$ cat config.mk
export PLATFORM = sky130hd
export DESIGN_NAME = hls_deadlock_report_ctrl
export DESIGN_NICKNAME = d
export VERILOG_FILES = /design/src/rtl/hls_deadlock_report_ctrl.sv
export SDC_FILE = /design/constraint.sdc
export NUM_CORES = 1
export LEC_CHECK = 0
export ABC_AREA = 0
export CAP_MARGIN = 0
export CORE_MARGIN = 4
export CORE_UTILIZATION = 60
export DETAILED_ROUTE_END_ITERATION = 8
export PLACE_DENSITY = 0.89
export SLEW_MARGIN = 15
export SYNTH_ARGS = -nofsm -noshare
export SYNTH_HDL_FRONTEND = slang
export SYNTH_SLANG_ARGS = --single-unit
export TNS_END_PERCENT = 30
$ cat constraint.sdc
create_clock -name clock -period 2.7 [get_ports clock]
set_input_delay 0.54 -clock clock [delete_from_list [all_inputs] [get_ports clock]]
set_output_delay 0.54 -clock clock [all_outputs]
set_load 0.01 [all_outputs]
$ cat src/rtl/hls_deadlock_report_ctrl.sv
// Deadlock report controller: confirms a persistent OR of monitor block signals,
// snapshots which monitors blocked and when, and hands one report to the host.
module hls_deadlock_report_ctrl #(
  parameter int NUM_MON        = 4,
  parameter int IDX_W          = 2,
  parameter int CONFIRM_CYCLES = 16,
  parameter int CNT_W          = 8,
  parameter int TS_W           = 32
) (
  input  logic               clock,
  input  logic               reset,
  input  logic               enable,
  input  logic [NUM_MON-1:0] block_sigs,
  input  logic               clear,
  output logic               report_valid,
  input  logic               report_ready,
  output logic [IDX_W-1:0]   report_idx,
  output logic [NUM_MON-1:0] report_mask,
  output logic [TS_W-1:0]    report_ts,
  output logic               deadlock,
  output logic               busy,
  output logic [7:0]         event_count
);

  typedef enum logic [1:0] {IDLE, SUSPECT, REPORT, LATCHED} state_e;

  localparam logic [CNT_W-1:0] LAST_CNT = CNT_W'(CONFIRM_CYCLES - 1);

  state_e             state_q;
  logic [CNT_W-1:0]   cnt_q;
  logic [NUM_MON-1:0] mask_q;
  logic [TS_W-1:0]    ts_q;
  logic [TS_W-1:0]    ts_cnt_q;
  logic               report_valid_q;
  logic               deadlock_q;
  logic [IDX_W-1:0]   report_idx_q;
  logic [NUM_MON-1:0] report_mask_q;
  logic [TS_W-1:0]    report_ts_q;
  logic [7:0]         event_count_q;

  logic               blocked;
  logic [NUM_MON-1:0] final_mask;

  // Lowest set bit wins: scan downwards so the last hit is the smallest index.
  function automatic logic [IDX_W-1:0] lowest_idx(input logic [NUM_MON-1:0] m);
    logic [IDX_W-1:0] idx;
    idx = '0;
    for (int i = NUM_MON - 1; i >= 0; i--) begin
      if (m[i]) idx = IDX_W'(i);
    end
    return idx;
  endfunction

  assign blocked    = |block_sigs;
  assign final_mask = mask_q | block_sigs;

  // NOTE: all state updates use non-blocking assignments so every register
  // samples pre-edge values and block order cannot change behaviour.
  always_ff @(posedge clock or negedge reset) begin
    if (!reset) begin
      state_q        <= IDLE;
      cnt_q          <= '0;
      mask_q         <= '0;
      ts_q           <= '0;
      ts_cnt_q       <= '0;
      report_valid_q <= 1'b0;
      deadlock_q     <= 1'b0;
      report_idx_q   <= '0;
      report_mask_q  <= '0;
      report_ts_q    <= '0;
      event_count_q  <= '0;
    end else begin
      ts_cnt_q <= ts_cnt_q + TS_W'(1);
      if (clear) begin
        state_q        <= IDLE;
        cnt_q          <= '0;
        report_valid_q <= 1'b0;
        deadlock_q     <= 1'b0;
        report_idx_q   <= '0;
        report_mask_q  <= '0;
        report_ts_q    <= '0;
      end else begin
        case (state_q)
          IDLE: begin
            if (enable && blocked) begin
              state_q <= SUSPECT;
              cnt_q   <= CNT_W'(1);
              mask_q  <= block_sigs;
              ts_q    <= ts_cnt_q;
            end
          end
          SUSPECT: begin
            if (!enable || !blocked) begin
              state_q <= IDLE;
              cnt_q   <= '0;
            end else if (cnt_q == LAST_CNT) begin
              state_q        <= REPORT;
              cnt_q          <= '0;
              report_valid_q <= 1'b1;
              deadlock_q     <= 1'b1;
              report_mask_q  <= final_mask;
              report_idx_q   <= lowest_idx(final_mask);
              report_ts_q    <= ts_q;
              if (event_count_q != 8'hFF) event_count_q <= event_count_q + 8'd1;
            end else begin
              cnt_q  <= cnt_q + CNT_W'(1);
              mask_q <= final_mask;
            end
          end
          REPORT: begin
            if (report_ready) begin
              state_q        <= LATCHED;
              report_valid_q <= 1'b0;
            end
          end
          default: ; // LATCHED waits for clear; monitors are ignored
        endcase
      end
    end
  end

  assign report_valid = report_valid_q;
  assign deadlock     = deadlock_q;
  assign report_idx   = report_idx_q;
  assign report_mask  = report_mask_q;
  assign report_ts    = report_ts_q;
  assign event_count  = event_count_q;
  assign busy         = (state_q != IDLE);

endmodule
==> key figures <==
Run status
  – Outcome: finished clean

Synthesis
  – Average cell area after synthesis: about 13 sq um
  – Ys async rst share: 100.0%
  – Number of cells produced by synthesis: roughly 420
  – Post-synth EDFFs: 0
  – Mapped cell area: roughly 5400 sq um
  – Synth Warn #: 0
  – Netlist cell types: 54
  – #FFs+latches synth: 126
  – Synth Net Count: 439
  – Post-synth top flop: dfrtp_1
  – Register area share after synthesis: 58.27%

STA
  – Headroom to the max-slew limit: a little over half
  – Worst Tran Pin Value: between 0.6 and 0.7 ns
  – Skew final: about 0.010 ns
  – Final Hold Fails: 0
  – Crit share post-route: around 93%
  – Setup violators final: 0
  – Max Transition Viols Final: 0
  – Min cycle time layout: about 2.5 ns
  – TNS Setup: 0 ns
  – RSZ-0062 raised after global routing: false
  – Maximum clock rate: between 300 and 400 MHz

Floorplanning
  – DIE AREA: around 11000 sq um
  – Core area: just under 9000 sq um
  – Die H: 103.0 microns
  – # rows: 34
  – Initial Util: 61.75%
  – Io pins: 58
  – Chip width: 103.0 microns

Route
  – DR pass1 iterations: 6
  – Total number of vias: 3741
  – Post-route ant nets: 0
  – Drt via density: 6.123
  – DR WL/cell: roughly 19 microns
  – Remaining DRCs: 0
  – DRT Wirelength: approximately 12000 microns
  – Drt first-iter violations: ~210

Hold path
  – Class of the worst hold path: reg -> reg

Finish
  – Area growth, synth to finish: 23.17%
  – # diodes: 0
  – Layout cells sized above 1: about 11%
  – Nets: 507
  – Util after Layout: around 76%

Clocking
  – Clock Tree Buf Depth: 2
  – CTS sink count: approximately 130
  – Clk pin slew, worst setup/hold paths: approximately 0.05 ns
  – H-tree lvl count: 4
  – Worst-Skew Late Latency: between 0.5 and 0.6 ns
  – Post-CTS setup buffers: 0
  – CTS root buffer: clkbuf_8
  – CTS tree: done
  – Num CTS Buffers: 17

Global routing
  – GRT Util Overall: between 20% and 30%
  – Pin count of the biggest net entering global routing: 50
  – Remaining global-route overflow: 0
  – Vias in the first global route: ~3800
  – First-pass GRT wire length: 19420 microns
  – Initial antenna violation count: 0

Setup path
  – CP dominant cell by count: inv_1
  – CP endpoint kind: primary output
  – Worst Setup Start Kind: register
  – Crit path arrival time: between 1.5 and 2 ns
  – Critical path class: reg -> out
  – CP Cell Sequence: inv_1, ha_2, inv_1, clkdlybuf4s50_1
  – CP max stage cell: clkdlybuf4s50_1
  – Largest stage delay on the critical path: ~0.56 ns
  – CP Max Fanout: 8
  – CP delay by family, top: buffers and inverters
  – Crit path buf inv count: 3
  – Required time of the worst setup path: between 2 and 2.5 ns

Pwr
  – Pwr Density: slightly below 700 nW/um^2
  – Leak pwr: slightly above 3 nW
  – Tot Pwr: approximately 4.6 mW
  – Max rail drop VDD: 454.2 uV

Place
  – DPL Wire Length: a little over 7000 microns
  – Gpl congestion: approximately 0.8
  – Port bufs: 57

Job
  – Max Cap Viol: 0
## logic make-up after synthesis
| logic type | Yosys count | share of synthesized area, % |
|---|---|---|
| flops | 126 | 58.27 |
| simple gates | 114 | 12.46 |
| compound gates | 78 | 12.05 |
| xor+xnor | 40 | 6.474 |
| buf+inv | 31 | 3.329 |
| mux | 29 | 6.035 |
| fa+ha+maj | 6 | 1.387 |
## final timing paths
path | startpoint | end | slack (ns) | cells after the start
worst max-delay path | state_q[0]$_DFFE_PN0P_ | busy | 0.19 | 4
worst min-delay path | ts_cnt_q[31]$_DFF_PN0_ | ts_cnt_q[31]$_DFF_PN0_ | 0.48 | 1
worst max register to register | cnt_q[0]$_DFFE_PN0P_ | report_ts[9]$_DFFE_PN0P_ | 0.49 | 6
max in group asynchronous | reset | ts_cnt_q[18]$_DFF_PN0_ | 1.47 | 3
worst min register to register | ts_cnt_q[31]$_DFF_PN0_ | ts_cnt_q[31]$_DFF_PN0_ | 0.48 | 1
min in group asynchronous | reset | event_count[6]$_DFFE_PN0P_ | 0.51 | 2
## state kept, by name (all words and copies together), names as in the netlist
signal        count
mask_q            4
cnt_q             8
report_idx        2
ts_q             32
state_q           2
report_valid      1
ts_cnt_q         32
report_ts        32
deadlock          1
event_count       8
report_mask       4
## cell type report
class	count	area [sq um]
clock buffers	20	435.4
clock inverters	10	117.6
fillers	528	2098
inverters	10	37.54
multi-input cells	267	2081
flip-flops and latches	126	3153
well taps	108	135.1
repair buffers	70	705.7
## synthesized netlist by cell type (3+ instances only)
cell type  number  area (sq um)
nand3_1        17         85.08
nor4_1          5         31.28
ha_1            6         75.07
a21oi_1         3         15.01
inv_1           9         33.78
and2_1          4         25.02
buf_6           6         67.56
buf_2           9         45.04
and4_1          6         52.55
and3_1          8         50.05
dfrtp_1       126          3153
nand4_1        20         125.1
nor3_1         11         55.05
a22o_1         41         359.1
nor2_1         10         37.54
xor2_1         11         96.34
mux2_1         29         326.6
nand2_1        19         71.32
o21ai_1        11         55.05
xnor2_1        29         254.0
clkbuf_1        4         15.01
## worst register-to-register path, stage by stage (launching register included)
cell and delay [ns]:
dfrtp_1 0.40, ha_1 0.21, and4b_1 0.32, nand2_2 0.20, nor2_2 0.60, buf_12 0.25
a22o_1 0.17
## timing repair
| item | in CTS | in global routing |
|---|---|---|
| endpoints found under the setup margin | 0 | 1 |
| gates resized for setup | 0 | 1 |
| hold endpoints to repair | 28 | 0 |
| hold buffers | 1 | 0 |
## layer usage
layer  vias to the layer above  GRT usage [%]  wire (microns)
met1                      1902          31.36            5006
met3                        21          6.360             560
met5                         -              0               0
met4                         0          9.263             185
li1                       1699              -               -
met2                       119          37.99            5834
## cells in the final DEF (no fill, tap or decap), types with 3 or more instances in the layout
cell type        count
clkbuf_16           16
clkinvlp_4           4
a22o_1              41
ha_1                 5
clkdlybuf4s50_1     56
xor2_1              11
nor3_1              11
xnor2_1             29
mux2_1              29
nand3_1             17
a21oi_1              3
and3_1               8
dfrtp_1            126
o21ai_1             11
and2_1               4
nand2_1             19
buf_12               3
nor2_1              10
buf_4               10
inv_1                9
nand4_1             20
and4_1               6
nor4_1               5
## metrics by stage
step / hold slack [ns] / area (sq um) / std cells / setup slack [ns]
3_5_place_dp: 0.4711 / 6100 / 580 / 0.1155
2_1_floorplan: 0.2444 / 5411 / 424 / 0.8245
3_3_place_gp: 0.4562 / 6100 / 580 / 0.1678
6_report: 0.4815 / 6665 / 611 / 0.1904
5_1_grt: 0.4979 / 6665 / 611 / 0.08721
4_1_cts: 0.4866 / 6663 / 611 / 0.05654
## report_power, final
part,total [mW],leakage (nW),switching [mW],internal (mW)
registers,2.02,1.72,0.0557,1.97
clock network,2.13,0.259,0.808,1.32
logic,0.483,1.05,0.287,0.197
total,4.64,3.03,1.15,3.49
(Power assumes the default switching activity.)
